--- src/rtl/neuron_sched.sv ---
// Time-multiplexed leaky-integrate neuron layer scheduler.
// One shared leak/integrate/threshold datapath updates N_NEURONS membrane
// states, one accepted current per cycle, then presents the spike vector.
// Optional feature macro: NEURON_SCHED_REFRACTORY_EN (one refractory bit per
// neuron; a neuron that spiked ignores its next accepted current).
module neuron_sched #(
  parameter int unsigned N_NEURONS  = 8,
  parameter int unsigned W          = 8,
  parameter int unsigned THRESHOLD  = 128,
  parameter int unsigned LEAK_SHIFT = 3
) (
  input  logic                         clk,
  input  logic                         rst_n,
  input  logic                         flush,
  input  logic                         in_valid,
  output logic                         in_ready,
  input  logic [W-1:0]                 in_current,
  output logic [$clog2(N_NEURONS)-1:0] in_idx,
  output logic                         out_valid,
  input  logic                         out_ready,
  output logic [N_NEURONS-1:0]         out_spikes,
  output logic [15:0]                  out_step
);

  localparam int unsigned IDX_W  = $clog2(N_NEURONS);
  localparam int unsigned STEP_W = 16;

  typedef enum logic {
    ST_ACCEPT  = 1'b0,
    ST_PRESENT = 1'b1
  } state_e;

  state_e                 state_q, state_d;
  logic [IDX_W-1:0]       idx_q, idx_d;
  logic [N_NEURONS-1:0]   spikes_q, spikes_d;
  logic [STEP_W-1:0]      step_q, step_d;
  logic [W-1:0]           mem_q [N_NEURONS];
  logic [W-1:0]           mem_d [N_NEURONS];
`ifdef NEURON_SCHED_REFRACTORY_EN
  logic [N_NEURONS-1:0]   refr_q, refr_d;
`endif

  logic [W-1:0]           cur_state;
  logic [W-1:0]           leaked;
  logic [W:0]             sum_wide;
  logic [W-1:0]           sum_sat;
  logic                   fire;
  logic                   in_fire;
  logic                   out_fire;

  // Shared datapath: leak, integrate with saturation, threshold compare
  always_comb begin
    cur_state = mem_q[idx_q];
    leaked    = cur_state - (cur_state >> LEAK_SHIFT);
    sum_wide  = {1'b0, leaked} + {1'b0, in_current};
    sum_sat   = sum_wide[W] ? {W{1'b1}} : sum_wide[W-1:0];
    fire      = (sum_sat >= W'(THRESHOLD));
  end

  // Handshakes are qualified by registered state only
  assign in_ready   = (state_q == ST_ACCEPT);
  assign out_valid  = (state_q == ST_PRESENT);
  assign in_fire    = in_valid && in_ready;
  assign out_fire   = out_valid && out_ready;
  assign in_idx     = idx_q;
  assign out_spikes = spikes_q;
  assign out_step   = step_q;

  // Next-state: frame sequencing, neuron write-back, flush override
  always_comb begin
    state_d  = state_q;
    idx_d    = idx_q;
    spikes_d = spikes_q;
    step_d   = step_q;
    mem_d    = mem_q;
`ifdef NEURON_SCHED_REFRACTORY_EN
    refr_d   = refr_q;
`endif

    unique case (state_q)
      ST_ACCEPT: begin
        if (in_fire) begin
`ifdef NEURON_SCHED_REFRACTORY_EN
          if (refr_q[idx_q]) begin
            // Current consumed, update suppressed for one timestep
            mem_d[idx_q]  = '0;
            refr_d[idx_q] = 1'b0;
          end else if (fire) begin
            spikes_d[idx_q] = 1'b1;
            mem_d[idx_q]    = '0;
            refr_d[idx_q]   = 1'b1;
          end else begin
            mem_d[idx_q] = sum_sat;
          end
`else
          if (fire) begin
            spikes_d[idx_q] = 1'b1;
            mem_d[idx_q]    = '0;
          end else begin
            mem_d[idx_q] = sum_sat;
          end
`endif
          if (idx_q == IDX_W'(N_NEURONS - 1)) begin
            idx_d   = '0;
            state_d = ST_PRESENT;
          end else begin
            idx_d = idx_q + IDX_W'(1);
          end
        end
      end
      ST_PRESENT: begin
        if (out_fire) begin
          spikes_d = '0;
          step_d   = step_q + STEP_W'(1);
          state_d  = ST_ACCEPT;
        end
      end
      default: state_d = ST_ACCEPT;
    endcase

    if (flush) begin
      state_d  = ST_ACCEPT;
      idx_d    = '0;
      spikes_d = '0;
      step_d   = '0;
      for (int i = 0; i < int'(N_NEURONS); i++) mem_d[i] = '0;
`ifdef NEURON_SCHED_REFRACTORY_EN
      refr_d   = '0;
`endif
    end
  end

  // State registers with asynchronous clear
  always_ff @(posedge clk or negedge rst_n) begin
    if (!rst_n) begin
      state_q  <= ST_ACCEPT;
      idx_q    <= '0;
      spikes_q <= '0;
      step_q   <= '0;
      for (int i = 0; i < int'(N_NEURONS); i++) mem_q[i] <= '0;
`ifdef NEURON_SCHED_REFRACTORY_EN
      refr_q   <= '0;
`endif
    end else begin
      state_q  <= state_d;
      idx_q    <= idx_d;
      spikes_q <= spikes_d;
      step_q   <= step_d;
      for (int i = 0; i < int'(N_NEURONS); i++) mem_q[i] <= mem_d[i];
`ifdef NEURON_SCHED_REFRACTORY_EN
      refr_q   <= refr_d;
`endif
    end
  end

endmodule

--- config.mk ---
export PLATFORM = sky130hd
export DESIGN_NAME = neuron_sched
export DESIGN_NICKNAME = d
export VERILOG_FILES = /design/src/rtl/neuron_sched.sv
export SDC_FILE = /design/constraint.sdc
export NUM_CORES = 1
export LEC_CHECK = 0
export ABC_CLOCK_PERIOD_IN_PS = 5700
export CORE_ASPECT_RATIO = 0.6
export CORE_UTILIZATION = 52
export DETAILED_ROUTE_END_ITERATION = 12
export GPL_TIMING_DRIVEN = 0
export PLACE_DENSITY = 0.73
export SLEW_MARGIN = 0
export SYNTH_ARGS = -nofsm -noshare
export SYNTH_HDL_FRONTEND = slang
export SYNTH_SLANG_ARGS = --single-unit
--- constraint.sdc ---
create_clock -name clk -period 5.7 [get_ports clk]
set_clock_uncertainty 0.15 [all_clocks]
set_input_delay 1.71 -clock clk [delete_from_list [all_inputs] [get_ports clk]]
set_output_delay 1.71 -clock clk [all_outputs]
set_load 0.05 [all_outputs]
* Word-level counts from Yosys, hierarchy flattened
Cells that the tools add are included. Widths: inputs -> output; s select.
Storage, ports and cells: register bits after elaboration 92, word-level logic and storage cells 71, input bits 13
Cells by class: $lt $le $gt $ge 5, add/subtract/negate cells 4, multiplexer cells 30, equality and inequality tests 5, bitwise gates (word level) 5, reductions and logical operators 10
Operator list (count):
- $mux 64 | 4
- $and 64x64->64 | 1
- $bwmux 64 | 1
- $mux 8 | 8
- $not 64->64 | 1
- $mux 16 | 3
- $bmux 8 s3 | 1
- $demux 8 s3 | 1
- $add 16x1->16 const B | 1
- $pmux 8 s2 | 1
- $mux 3 | 4
- $add 8x8->9 | 1
- $ne 3x2->1 const B | 3
- $ge 8x8->1 const B | 1
- $or 8x8->8 | 1
- $sub 8x5->8 | 1
- $reduce_bool 2->1 | 3
- $mux 1 | 5
- $ge 4x4->1 const B | 1
- $logic_and 1x1->1 | 4
- $lt 3x4->1 const B | 1
- $lt 4x1->1 const B | 1
- $not 3->4 | 1
- $reduce_and 2->1 | 2
- 8 further kinds | 8

* Depth between registers and ports, before layout
depth in word-level cells 12, mapped depth 22, depth with buffers taken out 19

* Least setup slack after synthesis
No wires, ideal clock.
path kind register to register, start point register idx_q[2], in the netlist in_idx[2], end point register mem_q[60] (netlist bit), slack 939 ps, data arrival time 4489 ps, clock period less this slack 4761 ps, buffers on the path 4, required time 5428 ps, stages on the path, launching flop included 21, cells stage by stage dfrtp_1 -> buf_2 -> buf_2 -> buf_2 -> mux4_2 -> mux2i_1 -> ha_1 -> inv_1 -> fa_1 -> a21o_1 -> a21oi_1 -> nor2b_1 -> nor3_2 -> xnor2_1 -> ha_1 -> a21oi_1 -> o21ai_1 -> a41oi_2 -> mux2_4 -> buf_6 -> a32o_1
On the way: longest elaborated chain between the ends 12, elaborated cells on any way between the ends 20, classes of those cells add/sub: 2; order compare: 3; mux: 11; bitwise: 3; reduce/logical: 1
Ends and longest elaborated chain:
- start: declaration | line 34 | logic [IDX_W-1:0] idx_q, idx_d;
- start signal: assignment | line 146 | idx_q <= idx_d;
- $not 3->4 (not written as such) * | line 53, 98, 100
- $bmux 8 s3 | line 53 | cur_state = mem_q[idx_q];
- $mux 8 (not written as such) (2 in series) | line 53
- $sub 8x5->8 | line 54 | leaked = cur_state - (cur_state >> LEAK_SHIFT);
- $add 8x8->9 | line 55 | sum_wide = {1'b0, leaked} + {1'b0, in_current};
- $mux 8 | line 56 | sum_sat = sum_wide[W] ? {W{1'b1}} : sum_wide[W-1:0];
- $ge 8x8->1 / $bwmux 64 (equally long branches) | line 57, 100
- $mux 64 * | line 96 | if (fire) begin
- $mux 64 * | line 82 | if (in_fire) begin
- $mux 64 * | line 80 | unique case (state_q)
- $mux 64 * | line 121 | if (flush) begin
- end: declaration | line 37 | logic [W-1:0] mem_q [N_NEURONS];
Every way passes the cells marked *; elsewhere a longest branch is shown, timed or not. The select of a mux whose other input is x is not followed. A chain may end at the register's enable or synchronous reset.

* Final worst setup path
start point register idx_q[1], in the netlist in_idx[1], end point register mem_q[22] (netlist bit)
Same word-level chain as after synthesis.

==> impl_results.md <==
* Status: complete, no violations
* Synth top area cells: dfrtp_1, a32o_1, mux4_2, ha_1, nand2_1
* Data arrival, critical path at around 5.5 ns
* ANT cells at 0
* Max Slew Vio Count at 0
* YS warnings at 0
* Number of nets in the layout at a little over 500
* DR DRC count at 0
* Drt first pass iters at 6
* Post-layout util at 0.6527
* # IOs at 42
* Final hold violation count at 0
* Via-per-instance ratio at 6.619
* Die footprint at approximately 9700 um2
* DR WL/cell at around 23 um
* Yosys top cell area share at 0.4758
* Number of cell rows at 26
* Synthesized instance count at approximately 430
* RSZ-0062 raised after global routing: false
* Yosys cell types at 55
* Initial Utilization at 0.5529
* Crit path max fanout at 10
* Post-CTS Setup Repair Bufs at 0
* P_leak at 2.458 nW
* DIE HEIGHT at 76.72 um
* Core ar. at just under 9000 um2
* Clock sink count at slightly above 90
* CTS tree: done
* Crit end category: flop
* IO buf count at 41
* Largest net degree at the start of global routing at a little under 60
* Wire length of the first global-routing pass at around 22 mm
* CP required at around 5.7 ns
* Synth cell count leaders: dfrtp_1, a32o_1, nand2_1
* Initial antenna violation count at 0
* Mapped Area at between 4000 and 5000 um2
* DP Wirelength at ~10 mm
* Biggest area consumer among synthesized cells: dfrtp_1
* Max-Cap Viols at 0
* Worst setup path class: reg -> reg
* Highest clock rate at 184.0 MHz
* Async SR Flop Fraction at 1.000
* Final Critical Period at between 5 and 6 ns
* Tcrit/Tclk final at 0.9533
* Reg clk slew, reported paths at 0.07 ns
* Post-layout power at 2.624 mW
* Post-synth EDFFs at 0
* Post-Route WL at approximately 14 mm
* GRT Overall Usage at 0.3105
* Vias in the first global route at roughly 3900
* VDD IR max at between 0.0004 and 0.0005 V
* Mapped Nets at approximately 470
* Clock Path Buffers at 2
* Final setup fails at 0
* Nature of the critical path startpoint: flop
* Post-DP Area at 5414 um2
* Yosys reg bits at 92
* Pre-CTS setup slack at 0.2804 ns
* Hold crit path type: reg -> reg
* Via count at around 4000
* Syn_area_per_cell at ~11 um2
* Area Overhead vs Synth at 18.05%
* Ys flop type: dfrtp_1
* Layout cell share with drive strength beyond 1 at 0.1240
* Smallest setup slack after layout at 0.2661 ns
* Register area share after synthesis at 0.4758
* Worst-Skew Late Latency at ~0.35 ns
* Congestion Overflow GR at 0
* Slew margin rel. at 0.1607
* Layout Cell Area excl Fill at around 5700 um2
* Routability Congestion at 0.9452
* Least-Margin Pin Slew at ~1.3 ns
* H-tree levels at 3
* Cts bufs inserted at 9
* Starting DRC count in detailed routing at around 440
* Chip width at approximately 130 um
* CTS Root Cell: clkbuf_16
* Pwr/cell area at 459.4 nW/um2
* Most frequent cell after synthesis: dfrtp_1
* Antenna Nets Post-Route at 0
[per-layer routing]
| layer | vias to the layer above | GRT usage | routed length, um |
|---|---|---|---|
| met5 | - | 0 | 12 |
| met4 | 2 | 0.08193 | 195 |
| met3 | 28 | 0.1117 | 1686 |
| met2 | 233 | 0.4287 | 5772 |
| met1 | 2007 | 0.4586 | 6371 |
| li1 | 1728 | - | - |
[cell families (layout without fill, tap and decap cells)]
group           Yosys count  count (layout)  synth area share
compound gates          114             114            0.1898
fa+ha+maj                18              18           0.04965
mux                      21              21           0.07422
buf+inv                  38              96           0.04137
xor+xnor                 25              25           0.04525
simple gates            126             126            0.1239
flops                    92              92            0.4758
[cell type report]
type                            instances  area, um2
Buffer                                 28      162.7
Clock buffer                           11      252.7
Clock inverter                          5      35.03
Fill cell                             690       3039
Inverter                               10      37.54
Multi-Input combinational cell        304       2346
Sequential cell                        92       2302
Tap cell                              112      140.1
Timing Repair Buffer                   42      435.4
[state kept, by name, summed over array words and instances (netlist names)]
signal and count:
mem_q 64, out_spikes 8, out_step 16, in_idx 3, out_valid 1
[final timing paths]
kind,startpoint,endpoint,slack (ns),cells past startpoint
min reg2reg,mem_q[39],mem_q[39],0.33,1
max reg2reg,in_idx[1],mem_q[22],0.27,20
min in group asynchronous,rst_n,mem_q[44],1.17,1
max,in_idx[1],mem_q[22],0.27,20
min,mem_q[39],mem_q[39],0.33,1
max in group asynchronous,rst_n,mem_q[20],3.59,2
[stage by stage]
step	setup TNS (ns)	std cells	hold WS (ns)
final	0	604	0.3318
after global routing	0	604	0.3546
after CTS	0	604	0.3335
after detailed placement	0	588	0.3225
after global placement	-43.67	587	0.3075
after floorplan	0	434	0.2932
[report_power, final]
group          switching [mW]  total (mW)  internal, mW  leakage [nW]
logic                   0.927        1.34         0.416          1.03
clock network           0.255       0.575         0.320         0.142
registers              0.0204       0.706         0.686          1.28
[critical path, cell delays in order, from the launching register on]
cell and delay, ns:
dfrtp_1 0.42, buf_6 0.20, buf_2 0.30, clkbuf_1 0.59, o21ai_0 0.21, nand2_1 0.15
ha_1 0.18, inv_1 0.07, fa_1 0.41, a21o_1 0.18, a21oi_1 0.23, nor2b_1 0.09
nor3_2 0.12, xnor2_1 0.19, ha_1 0.35, a21oi_1 0.16, o21ai_1 0.09, a41oi_2 0.24
mux2i_2 0.49, buf_2 0.32, o31ai_1 0.11
[placed cells by master (no fill, tap or decap), drive strengths merged, types with 3 or more instances in the layout]
cell	instances
a31oi	4
mux4	10
mux2	6
and3	8
o31ai	13
and2	11
clkdlybuf4s50	40
xor2	15
nand2	43
ha	16
clkinv	3
inv	11
a21oi	17
xnor2	10
nor2	34
a32o	44
nor3	4
dfrtp	92
a211oi	3
buf	21
clkbuf	20
nor2b	6
mux2i	5
o21ai	16
nand3	11
[what timing repair did]
action                                  4_1_cts  5_1_grt
endpoints found under the setup margin        0       10
resized for setup                             0        1
hold buffers                                  0        0
endpoints found under the hold margin         0        0
(Power assumes the default switching activity.)
